===== src/rtl/me_pkg.sv =====
// Shared types for the motion-estimation best-MV selection stage.
// Widths, sub-block index, motion vector bundle and selector state.
package me_pkg;

  localparam int SAD_W = 16;
  localparam int COL_W = 5;
  localparam int ROW_W = 7;
  localparam int CNT_W = 12;

  typedef logic [1:0] cb_idx_t;

  typedef struct packed {
    logic [COL_W-1:0] x;
    logic [ROW_W-1:0] y;
  } mv_t;

  typedef enum logic [1:0] {
    S_IDLE,
    S_TRACK,
    S_FLUSH,
    S_DRAIN
  } sel_state_t;

endpackage


===== src/rtl/sad_min_cell.sv =====
// One sub-block tracker: running minimum SAD, its MV, hit flag and
// a saturating sample counter. Clear wins over update.
module sad_min_cell
  import me_pkg::*;
(
  input  logic             clk,
  input  logic             rst_n,
  input  logic             clr,
  input  logic             upd_en,
  input  logic [SAD_W-1:0] sad,
  input  mv_t              mv,
  output logic [SAD_W-1:0] min_sad,
  output mv_t              min_mv,
  output logic             hit,
  output logic [CNT_W-1:0] count
);

  logic take;

  // Strict less-than so a tie keeps the earlier candidate.
  assign take = !hit || (sad < min_sad);

  always_ff @(posedge clk or negedge rst_n) begin
    if (!rst_n) begin
      min_sad <= '1;
      min_mv  <= '0;
      hit     <= 1'b0;
      count   <= '0;
    end else if (clr) begin
      min_sad <= '1;
      min_mv  <= '0;
      hit     <= 1'b0;
      count   <= '0;
    end else if (upd_en) begin
      if (take) begin
        min_sad <= sad;
        min_mv  <= mv;
        hit     <= 1'b1;
      end
      if (count != '1) count <= count + 1'b1;
    end
  end

endmodule


===== src/rtl/best_mv_selector.sv =====
// Tracks per-sub-block minimum SAD during a search, then drains
// the four results over a valid/ready handshake.
module best_mv_selector
  import me_pkg::*;
(
  input  logic             clk,
  input  logic             rst_n,
  input  logic             search_start,
  input  logic             sad_valid,
  input  logic [1:0]       sad_cb_sel,
  input  logic [SAD_W-1:0] sad_value,
  input  logic [COL_W-1:0] sad_col,
  input  logic [ROW_W-1:0] sad_row,
  input  logic             search_done,
  output logic             busy,
  output logic             res_valid,
  input  logic             res_ready,
  output logic [1:0]       res_cb_idx,
  output logic [SAD_W-1:0] res_sad,
  output logic [COL_W-1:0] res_mv_x,
  output logic [ROW_W-1:0] res_mv_y,
  output logic             res_hit,
  output logic [CNT_W-1:0] res_count
);

  sel_state_t state, state_nxt;
  cb_idx_t    idx, idx_nxt;
  logic       clr;

  logic             in_valid;
  cb_idx_t          in_sel;
  logic [SAD_W-1:0] in_sad;
  mv_t              in_mv;

  logic [SAD_W-1:0] c_sad [4];
  mv_t              c_mv  [4];
  logic             c_hit [4];
  logic [CNT_W-1:0] c_cnt [4];

  always_ff @(posedge clk or negedge rst_n) begin
    if (!rst_n) begin
      state <= S_IDLE;
      idx   <= '0;
    end else begin
      state <= state_nxt;
      idx   <= idx_nxt;
    end
  end

  always_comb begin
    state_nxt = state;
    idx_nxt   = idx;
    clr       = 1'b0;
    unique case (state)
      S_IDLE: begin
        if (search_start) begin
          clr       = 1'b1;
          state_nxt = S_TRACK;
        end
      end
      S_TRACK: begin
        if (search_start) clr = 1'b1;
        else if (search_done) state_nxt = S_FLUSH;
      end
      S_FLUSH: begin
        state_nxt = S_DRAIN;
        idx_nxt   = '0;
      end
      S_DRAIN: begin
        if (res_ready) begin
          if (idx == 2'd3) begin
            state_nxt = S_IDLE;
            idx_nxt   = '0;
          end else begin
            idx_nxt = idx + 2'd1;
          end
        end
      end
      default: state_nxt = S_IDLE;
    endcase
  end

  // Samples are only taken while tracking; FLUSH lets the last one land.
  always_ff @(posedge clk or negedge rst_n) begin
    if (!rst_n) begin
      in_valid <= 1'b0;
      in_sel   <= '0;
      in_sad   <= '0;
      in_mv    <= '0;
    end else begin
      in_valid <= (state == S_TRACK) && sad_valid;
      if ((state == S_TRACK) && sad_valid) begin
        in_sel  <= sad_cb_sel;
        in_sad  <= sad_value;
        in_mv.x <= sad_col;
        in_mv.y <= sad_row;
      end
    end
  end

  for (genvar i = 0; i < 4; i++) begin : g_cell
    logic upd;
    assign upd = in_valid && !clr && (in_sel == cb_idx_t'(i));

    sad_min_cell u_cell (
      .clk     (clk),
      .rst_n   (rst_n),
      .clr     (clr),
      .upd_en  (upd),
      .sad     (in_sad),
      .mv      (in_mv),
      .min_sad (c_sad[i]),
      .min_mv  (c_mv[i]),
      .hit     (c_hit[i]),
      .count   (c_cnt[i])
    );
  end

  assign busy       = (state != S_IDLE);
  assign res_valid  = (state == S_DRAIN);
  assign res_cb_idx = idx;
  assign res_sad    = c_sad[idx];
  assign res_mv_x   = c_mv[idx].x;
  assign res_mv_y   = c_mv[idx].y;
  assign res_hit    = c_hit[idx];
  assign res_count  = c_cnt[idx];

endmodule


===== config.mk =====
export PLATFORM = sky130hd
export DESIGN_NAME = best_mv_selector
export DESIGN_NICKNAME = d
export VERILOG_FILES = /design/src/rtl/me_pkg.sv /design/src/rtl/sad_min_cell.sv /design/src/rtl/best_mv_selector.sv
export SDC_FILE = /design/constraint.sdc
export NUM_CORES = 1
export LEC_CHECK = 0
export BUFFER_PORTS_ARGS = -buffer_cell sky130_fd_sc_hd__buf_4
export CORE_MARGIN = 1.5
export CORE_UTILIZATION = 47
export CTS_CLUSTER_DIAMETER = 50
export DETAILED_ROUTE_END_ITERATION = 6
export PLACE_DENSITY = 0.74
export SKIP_CTS_REPAIR_TIMING = 1
export SLEW_MARGIN = 30
export SYNTH_ARGS = -nofsm -noshare
export SYNTH_HDL_FRONTEND = slang
export SYNTH_SLANG_ARGS = --single-unit

===== constraint.sdc =====
create_clock -name clk -period 3.3 [get_ports clk]
set_input_delay 0.33 -clock clk [delete_from_list [all_inputs] [get_ports clk]]
set_output_delay 0.33 -clock clk [all_outputs]
set_load 0.1 [all_outputs]

Yosys cells after proc, flatten, opt, wreduce, memory -nomap -nowiden. Cells that the tools add are included.

Register bits after elaboration: 199. Input bits: 36. Output and inout bits: 45. Logic and storage cells: 167.

Add/subtract/negate cells: 5. Magnitude comparators: 5. Equality and inequality tests: 16. Multiplexer cells: 71. Bitwise operators: 1. Reduce and logical (&&, ||, !) cells: 42.

Operator list (count): $mux 12 (28); $mux 16 (14); $lt 16x16->1 (4); $add 12x1->12 const B (4); $bmux 12 s2 (2); $ne 12x12->1 const B (4); $bmux 16 s2 (1); $reduce_bool 2->1 (14); $reduce_and 2->1 (9); $mux 1 (16); $mux 2 (7); $eq 2x2->1 const B (5); $pmux 2 s4 (1); $logic_and 1x1->1 (6); $ne 2x2->1 const B (3); $logic_not 1->1 (5); $reduce_and 5->1 (1); $eq 2x1->1 const B (2); $logic_not 2->1 (2); $logic_or 1x1->1 (4); $ne 2x1->1 const B (2); $pmux 2 s2 (1); $ge 3x3->1 const B (1); $not 2->3 (1); other kinds (3) (3).

Longest topological paths before layout.
Word-level depth: 8. Depth in mapped cells: 11. Depth with buffers taken out: 8.

By module. A second synthesis with hierarchy kept.

Cell total of the unflattened synthesis: 1127. Area total of the unflattened synthesis: 11977.7 µm².

By module, submodules not included: sad_min_cell (instances 4, cells each 244, area an instance 2384.8 µm², sequential area each 1046.0 µm²); best_mv_selector (instances 1, cells each 151, area an instance 2438.6 µm², sequential area each 875.8 µm²).

Least setup slack after synthesis. Ideal clock, no wire load.

Path type: register -> output. From: reg idx[1] (netlist: res_cb_idx[1]). To: out res_count[10]. Data arrival time: 2.600 ns. Required time: 2.970 ns. Path slack: 0.370 ns. Stages on the path, launching flop included: 5. Path buffers: 3. Cells stage by stage: dfrtp_1 -> buf_2 -> buf_1 -> buf_1 -> mux4_2.

Word-level cells in the longest chain between the ends: 4.

Ends and longest elaborated chain: from (decl) (line best_mv_selector.sv:27) `cb_idx_t idx, idx_nxt;`; from (signal assigned) (line best_mv_selector.sv:46) `idx <= idx_nxt;`; $not 2->3 (not written as such) (line best_mv_selector.sv:126) `assign res_count = c_cnt[idx];`; $bmux 12 s2 (line best_mv_selector.sv:126); $mux 12 (not written as such) (2 in series) (line best_mv_selector.sv:126); to (decl) (line best_mv_selector.sv:23) `output logic [CNT_W-1:0] res_count`.

No other way between the ends. The select of a mux whose other input is x is not followed.

Worst setup path after layout.
From: reg g_cell[3].u_cell.min_sad[2]. To: reg g_cell[3].u_cell.min_sad[10].

Word-level cells in the longest chain between the ends: 4.

Ends and longest elaborated chain: from (decl) (line sad_min_cell.sv:12) `output logic [SAD_W-1:0] min_sad,`; from (signal assigned) (line sad_min_cell.sv:25) `min_sad <= '1;`; from (signal assigned) (line sad_min_cell.sv:30) `min_sad <= '1;`; from (signal assigned) (line sad_min_cell.sv:36) `min_sad <= sad;`; $lt 16x16->1 (line sad_min_cell.sv:21) `assign take = !hit || (sad < min_sad);`; $logic_or 1x1->1 (line sad_min_cell.sv:21); $reduce_bool 2->1 (no source line); $reduce_and 2->1 (no source line).

No other way between the ends. A chain may end at the register's enable or synchronous reset.

==> reports/results.txt <==
Status = complete, no violations
R2R Setup Slk = 0.45 ns
RSZ-0062 raised after global routing = no
DR WL/cell = 20.35 um
Syn nets = 1162
Synth Instances = 1057
Distinct cells, synth = 68
Crit path capture type = register
Max-slew violations = 0
IO Pins = 81
Grt total ovfl = 0
DRT antenna net count = 0
Worst-skew pair later-pin latency = 0.45 ns
Worst-margin pin slew = 0.8424 ns
# fillers = 2123
Reg2reg end = g_cell[3].u_cell.min_sad[10]
Layout cells sized above 1 = 0.2977
#FFs+latches synth = 199
CP peak stage delay = 0.54 ns
Pre-antenna DRT Iters = 5
Slowest cell on crit path = dfstp_2
Die Wd = 160.8 um
Number of remaining DRC errors = 0
Layout area overhead = 14.22%
Slew HR = 0.4384
CTS buffer count = 17
Area of the multi-input gates = 0.006030 mm2
PortBufs = 80
Die area = 0.02586 mm2
Share of the yosys chip area belonging to registers = 0.4323
Pin count of the biggest net entering global routing = 99
Wirelength, routed = 29970 um
Ant diodes = 0
Syn Area/Cell = 11.07 um2
Post-DR vias/cell = 6.043
Most used DFF post-synth = dfrtp_1
Final Setup Violations = 0
Post-layout min period = 2.848 ns
GRT Overall Usage = 0.2398
Cells along the critical path = inv_1 > ha_1 > a211o_1 > a31oi_1 > nor3_1 > o21ai_0 > a31o_2 > buf_4 > mux2i_1
Worst-case reg-to-reg path depth = 9
Async SR Flop Fraction = 1.000
Clock skew = 0.01811 ns
Number of synthesized flops with an enable pin = 0
H-tree depth = 4
Synthesized area = 0.01170 mm2
Highest clock rate = 0.3512 GHz
Starting DRC count in detailed routing = 688
Reg area = 0.005062 mm2
Syn. warnings = 0
CTS tree = done
Period utilization = 0.8629
Root Driver = clkbuf_16
Vias in the first global route = 9029
Max Fanout on Critical Path = 11
Fin Setup TNS = 0 ns
Clk buf depth = 2
DP HPWL = 20810 um
Clock slew at reported path FFs = 0.09 ns
Worst Setup Start Kind = register
Most common cell after layout, fill and taps aside = dfrtp_1
WHS Endpoint = in_mv[9]
Crit Path Class = register to register
Number of antenna violations at the first check in global routing = 0
Core footprint = 0.02439 mm2
Reg-to-reg startpoint = g_cell[3].u_cell.min_sad[2]
Via count = 8901
Most frequent cells in the layout = 133 x dfrtp_1, 111 x buf_4, 88 x nand2_1, 86 x inv_1, 76 x nor2_1
GP Congestion = 0.8781
Hold path cells = 2
Clk sinks = 199
HP Class = input port to register
Fin nets = 1241
WP data arrival = 3.21 ns
First-pass GRT wire length = 48650 um
Die span in y = 160.8 um
Final hold violations = 0
Starting Density = 0.4799
Max Cap Viol = 0
Critical path data required time = 3.66 ns
FP Rows = 57
Hold path start = sad_col[2]
==> how the worst max path moves through the flow <==
stage,startpoint,endpoint,depth (start not counted)
after detailed placement,g_cell[3].u_cell.min_sad[2],g_cell[3].u_cell.min_mv[3],9
after global placement,g_cell[3].u_cell.min_sad[2],g_cell[3].u_cell.min_mv[3],9
after global routing,g_cell[2].u_cell.min_sad[9],g_cell[2].u_cell.min_sad[0],9
after floorplan,res_cb_idx[1],res_count[10],4
after CTS,g_cell[3].u_cell.min_sad[2],g_cell[3].u_cell.min_sad[10],9
final,g_cell[3].u_cell.min_sad[2],g_cell[3].u_cell.min_sad[10],9
==> stage by stage <==
stage	util	std cells	instance area, um2	worst slack, ns	hold WS (ns)
CTS	0.5477	1472	13360	0.4603	-0.05884
finish	0.5481	1473	13370	0.4524	0.09873
global route	0.5481	1473	13370	0.2959	0.09278
floorplan	-	1057	11710	0.3698	0.03441
detailed placement	0.5226	1440	12750	0.4805	0.4174
global placement	0.5226	1440	12750	0.5202	0.4047
==> flip-flops by register name (all words and copies together), names as in the netlist <==
| register | count |
|---|---|
| res_cb_idx | 2 |
| g_cell.u_cell.count | 48 |
| in_sad | 16 |
| g_cell.u_cell.min_sad | 64 |
| g_cell.u_cell.hit | 4 |
| state | 2 |
| g_cell.u_cell.min_mv | 48 |
| in_sel | 2 |
| in_mv | 12 |
| in_valid | 1 |
==> critical path, delay by kind of cell, from the launching register on <==
kind	cells	cell delay, ns
flip-flops	1	0.54
adder cells (fa/ha/maj)	1	0.31
AO/OA/AOI/OAI	4	1.25
AND/OR/NAND/NOR	1	0.10
multiplexers	1	0.22
buffers and inverters	2	0.34
==> cells in the mapped netlist, types with 6 or more instances <==
library cell / n / area share
mux4_2: 41 / 0.079
a32o_1: 11 / 0.0094
nor3_1: 8 / 0.0034
o221a_2: 7 / 0.0067
a22oi_2: 8 / 0.0086
xor2_1: 26 / 0.019
buf_6: 6 / 0.0058
a211oi_1: 6 / 0.0038
clkbuf_1: 16 / 0.0051
a21oi_1: 39 / 0.017
and4_1: 6 / 0.0045
nand2_1: 88 / 0.028
dfrtp_1: 135 / 0.29
and3_1: 6 / 0.0032
ha_1: 69 / 0.074
inv_1: 86 / 0.028
buf_1: 10 / 0.0032
dfstp_2: 64 / 0.14
a22oi_1: 26 / 0.017
xnor2_1: 13 / 0.0097
o21ai_0: 21 / 0.0090
mux2i_1: 30 / 0.026
buf_2: 19 / 0.0081
a21oi_2: 11 / 0.0082
nand2b_1: 21 / 0.011
mux2_2: 33 / 0.032
o221ai_2: 10 / 0.013
nand3_1: 22 / 0.0094
nor2_1: 76 / 0.024
buf_4: 6 / 0.0038
nand4_1: 18 / 0.0096
o221a_1: 9 / 0.0087
o211ai_1: 25 / 0.016
a32oi_1: 22 / 0.016
==> cell type report <==
class,count,share of cell area
well taps,324,0.03032
flip-flops and latches,199,0.3787
inverters,86,0.02415
multi-input cells,715,0.4510
clock buffers,18,0.03285
clock inverters,14,0.01292
repair buffers,117,0.07010
==> metal layers <==
metal,global-route usage,up-vias,wire length (um)
met3,0.03977,60,1409
li1,-,4076,-
met1,0.3239,4501,13430
met5,0,-,0
met4,0.08249,0,778
met2,0.3926,264,14350
==> logic make-up (layout without fill, tap and decap cells) <==
logic type | after synthesis | after routing | share of synthesized area
AND/OR/NAND/NOR | 264 | 264 | 0.1058
AO/OA/AOI/OAI | 239 | 239 | 0.1690
flip-flops | 199 | 199 | 0.4323
buffers and inverters | 143 | 235 | 0.05366
multiplexers | 104 | 104 | 0.1363
adder cells (fa/ha/maj) | 69 | 69 | 0.07376
XOR/XNOR | 39 | 39 | 0.02918
Power is not shown: default switching activity piles up to over one toggle a cycle in this logic, so the estimate is an artifact.
